## config.mk

```make
export PLATFORM = sky130hd
export DESIGN_NAME = prog_sequencer
export DESIGN_NICKNAME = d
export VERILOG_FILES = /design/src/rtl/prog_seq_pkg.sv /design/src/rtl/prog_sequencer_branch_lut.sv /design/src/rtl/prog_sequencer.sv
export SDC_FILE = /design/constraint.sdc
export NUM_CORES = 1
export LEC_CHECK = 0
export CAP_MARGIN = 10
export CORE_AREA = 2 2 109 122
export CTS_CLUSTER_SIZE = 25
export DETAILED_ROUTE_END_ITERATION = 16
export DIE_AREA = 0 0 111 124
export GPL_TIMING_DRIVEN = 0
export MAX_ROUTING_LAYER = met4
export PLACE_DENSITY = 0.79
export SYNTH_ARGS = -nofsm -noshare
export SYNTH_HDL_FRONTEND = slang
export SYNTH_SLANG_ARGS = --single-unit
```

## constraint.sdc

```tcl
create_clock -name Clk -period 3.85 [get_ports Clk]
set_input_delay 0.385 -clock Clk [delete_from_list [all_inputs] [get_ports Clk]]
set_output_delay 0.385 -clock Clk [all_outputs]
set_load 0.01 [all_outputs]
```

## src/rtl/prog_seq_pkg.sv

```systemverilog
// Shared types and constants for the program sequencer slice.
package prog_seq_pkg;

  typedef enum logic [1:0] {IDLE, ARMED, RUN, FIN} seq_state_t;

  localparam int STATS_W = 16;

endpackage

```

## src/rtl/prog_sequencer_branch_lut.sv

```systemverilog
// Branch-target register file: synchronous write/clear, asynchronous read.
module branch_lut #(
  parameter int L     = 10,
  parameter int LUT_W = 4
) (
  input  logic             Clk,
  input  logic             Reset,
  input  logic             we,
  input  logic [LUT_W-1:0] waddr,
  input  logic [L-1:0]     wdata,
  input  logic [LUT_W-1:0] raddr,
  output logic [L-1:0]     rdata
);

  logic [2**LUT_W-1:0][L-1:0] mem;

  always_ff @(posedge Clk) begin
    if (Reset)   mem        <= '0;
    else if (we) mem[waddr] <= wdata;
  end

  // No write bypass: a same-cycle write is only visible after the edge.
  assign rdata = mem[raddr];

endmodule

```

## src/rtl/prog_sequencer.sv

```systemverilog
// Program sequencer: drives PC control, runs the Start/Done handshake, resolves branches via LUT.
// Optional taken-branch counter enabled by defining PROG_SEQ_STATS_EN.
module prog_sequencer
  import prog_seq_pkg::*;
#(
  parameter int             L      = 10,
  parameter int             LUT_W  = 4,
  parameter logic [L-1:0]   MAX_PC = {L{1'b1}}
) (
  input  logic             Clk,
  input  logic             Reset,
  input  logic             Start,
  input  logic             Halt,
  input  logic             BrReq,
  input  logic             BrCond,
  input  logic [LUT_W-1:0] BrIdx,
  input  logic             LutWe,
  input  logic [LUT_W-1:0] LutWAddr,
  input  logic [L-1:0]     LutWData,
  input  logic [L-1:0]     ProgCtr,
  output logic             PcReset,
  output logic             PcEn,
  output logic             BranchEn,
  output logic [L-1:0]     Target,
  output logic             Busy,
  output logic             Done
`ifdef PROG_SEQ_STATS_EN
  , output logic [STATS_W-1:0] TakenCnt
`endif
);

  seq_state_t   state;
  logic         run;
  logic [L-1:0] lut_rd;

  branch_lut #(.L(L), .LUT_W(LUT_W)) u_lut (
    .Clk   (Clk),
    .Reset (Reset),
    .we    (LutWe),
    .waddr (LutWAddr),
    .wdata (LutWData),
    .raddr (BrIdx),
    .rdata (lut_rd)
  );

  assign run      = (state == RUN);
  assign PcReset  = (state == ARMED);
  assign PcEn     = run & ~Halt;
  assign BranchEn = run & BrReq & BrCond & ~Halt;
  assign Target   = run ? lut_rd : '0;

  // Busy/Done track the state register so they stay glitch-free Moore outputs.
  always_ff @(posedge Clk) begin
    if (Reset) begin
      state <= IDLE;
      Busy  <= 1'b0;
      Done  <= 1'b0;
    end else begin
      case (state)
        IDLE: if (Start) state <= ARMED;
        ARMED: if (!Start) begin
          state <= RUN;
          Busy  <= 1'b1;
        end
        RUN: if (Halt || (ProgCtr == MAX_PC && !BranchEn)) begin
          state <= FIN;
          Busy  <= 1'b0;
          Done  <= 1'b1;
        end
        FIN: if (Start) begin
          state <= ARMED;
          Done  <= 1'b0;
        end
        default: begin
          state <= IDLE;
          Busy  <= 1'b0;
          Done  <= 1'b0;
        end
      endcase
    end
  end

`ifdef PROG_SEQ_STATS_EN
  always_ff @(posedge Clk) begin
    if (Reset || state == ARMED)        TakenCnt <= '0;
    else if (BranchEn && ~&TakenCnt)    TakenCnt <= TakenCnt + 1'b1;
  end
`endif

endmodule

```

==> impl_metrics.yaml <==
setup_path:
  critPathSlowestCell: "buf_1"
  path_cells: "clkdlybuf4s50_1, buf_1, mux4_2, mux2i_1, o22ai_1, clkdlybuf4s50_1"
  start_kind: "input port"
  cp.required_ps: 3460
  cp_max_fo: 10
  cp_common_cell: "clkdlybuf4s50_1"
  cp-end-kind: "primary output"
  arrival_ps: 3100
  crit_path_max_incr_delay_ps: 660
  path_class: "input port to primary output"
  reg2reg_depth: 5
timing:
  fin_crit_sh_pct: 90.5
  hold_viol: 0
  rsz0062_at_grt: "no"
  tightestPinTransition_ps: 881
  period_needed_ps: 3490
  fmax_ghz: 0.287
  setup_ws_ps: 364
  fin_skew_ps: 3.69
  relSlewSlack_pct: 40.9
  slew_viol_final: 0
  setup_viol: 0
  timing.hold.ws_ps: 458
  fin_tns_setup_ps: 0
final_layout:
  nFillCells: 994
  num_antenna_cells: 0
  drive_gt1_share_pct: 11.0
  final_util_pct: 69.2
  syn_to_final_growth_pct: 17.1
  final_nets: 900
yosys:
  yosysSeqAreaShare_pct: 44.7
  async_flop_share_pct: 0
  avgSynthCellArea_um2: 9.24
  synth-seq-cells: 164
  syn_area_um2: 7340
  ys.flop_type: "dfxtp_1"
  synth_nets: 834
  yosysWarnings: 0
  netlist_instances: 795
  synth.distinct_cells: 34
  synth_edf_count: 0
clock_tree:
  path_clk_slew_ps: 60
  cts_buffer_depth: 2
  cts_tree: "built"
  clock_sinks: 164
  cts_hold_buf: 0
  postCtsSetupBuffers: 0
  clock_latency_ps: 440
  htree_num_levels: 4
  cts-root-buf: "clkbuf_16"
  cts_buffers: 17
  cts_resized: 0
route:
  drc: 0
  wl_per_cell_um: 22.9
  wl_um: 23600
  ant_nets: 0
  drt-initial-drc-count: 782
  viasPerCell: 6.44
  vias: 6643
  drtPass1Iterations: 5
global_routing:
  grt_pass1_wl_um: 36100
  antenna_found_initial: 0
  grt_use_total_pct: 36.4
  grt_max_degree: 17
  first_global_vias: 6627
  grt_overflow: 0
place:
  port-buffer-count: 47
  post-place-ws_ps: 485
  dp_hpwl_um: 16200
  gp_congestion: 1.02
power_and_ir_drop:
  ir_drop_uv: 311
  p_leak_nw: 3.14
  p_per_area_nw_per_um2: 452
floorplan:
  die_x_um: 111
  die_height_um: 124
  die-area_um2: 13800
  core_area_um2: 12400
  ioPinCount: 50
  initial_core_util_pct: 59.1
  core.rowCount: 43
min_path:
  hold_class: "flip-flop to flip-flop"
  min_path_cells: 2
job:
  cap_violations: 0
status:
  outcome: "finished, final reports clean"
==> sequential cells by signal, indices dropped and copies added, names as in the netlist <==
name,cells
Busy,1
Done,1
state,2
u_lut.mem,160
==> worst max-delay path, delay by kind of cell <==
| family | cells | cell delay (ps) |
|---|---|---|
| multiplexers | 2 | 820 |
| buffers and inverters | 3 | 1740 |
| AO/OA/AOI/OAI | 1 | 150 |
==> layout make-up <==
type / count / area, um2 / area share [%]
Inverter: 5 / 18.8 / 0.218
Tap cell: 157 / 196 / 2.29
Clock buffer: 19 / 453 / 5.27
Multi-Input combinational cell: 557 / 3740 / 43.5
Buffer: 69 / 304 / 3.54
Timing Repair Buffer: 47 / 470 / 5.47
Sequential cell: 164 / 3280 / 38.2
Clock inverter: 13 / 133 / 1.54
==> placed cells by master, fill, tap and decap left out, types with 3 or more instances in the layout <==
cell type        count
dfxtp_1            164
nand2_1            126
a21oi_1            112
o21ai_0             93
mux2i_1             70
nor2_1              57
clkbuf_1            50
clkdlybuf4s50_1     47
mux4_2              40
clkbuf_16           17
nand3_1             12
buf_2                9
o22ai_1              9
nand2b_1             7
nor2_2               6
clkinv_2             6
inv_1                5
buf_4                4
ha_1                 4
buf_1                3
nand3b_1             3
clkinv_4             3
==> metal layers <==
metal | GRT usage, % | vias to the layer above | part of all wire [%]
met5 | - | - | 0
met1 | 42.0 | 3116 | 36
li1 | - | 2941 | -
met3 | 7.88 | 115 | 11
met2 | 56.9 | 471 | 46
met4 | 26.8 | 0 | 7.2
==> through the flow <==
| stage | cell area (um2) | cells | power, W |
|---|---|---|---|
| after detailed placement | 8010 | 999 | 0.00223 |
| after floorplan | 7340 | 795 | 0.00204 |
| after global placement | 8010 | 999 | 0.00221 |
| after CTS | 8590 | 1031 | 0.00388 |
| after global routing | 8590 | 1031 | 0.00399 |
| final | 8590 | 1031 | 0.00389 |
==> cell usage after synthesis, types with 5 or more instances <==
cell type	number	area, um2
nand3_1	12	60.1
nor2_2	6	37.5
a21oi_1	112	561
clkbuf_1	50	188
nand2_1	126	473
nor2_1	57	214
buf_2	9	45.0
mux4_2	40	901
mux2i_1	70	701
o21ai_0	93	465
nand2b_1	7	43.8
inv_1	5	18.8
dfxtp_1	164	3280
o22ai_1	9	56.3
==> cells by family (layout without fill, tap and decap cells) <==
logic type	count (synthesis)	after routing	synth area share [%]
buf+inv	74	153	4.40
mux	110	110	21.8
flops	164	164	44.7
simple gates	221	221	12.7
compound gates	222	222	15.7
fa+ha+maj	4	4	0.682
==> path summary, 6_finish.rpt <==
kind | from | endpoint | slack (ps)
setup reg to reg | state[1] | Done | 2190
hold / removal | u_lut.mem[122] | u_lut.mem[122] | 460
setup / recovery | BrIdx[1] | Target[4] | 360
hold reg to reg | u_lut.mem[122] | u_lut.mem[122] | 460
==> power breakdown <==
part / leakage (nW) / switching, W / internal [W] / total, W
Combinational: 1.53 / 0.000277 / 0.000165 / 0.000442
Sequential: 1.32 / 0.0000275 / 0.00173 / 0.00176
Clock: 0.293 / 0.000701 / 0.000985 / 0.00169
Total: 3.14 / 0.00100 / 0.00288 / 0.00389
No activity file was read; power rests on OpenSTA's default activity.
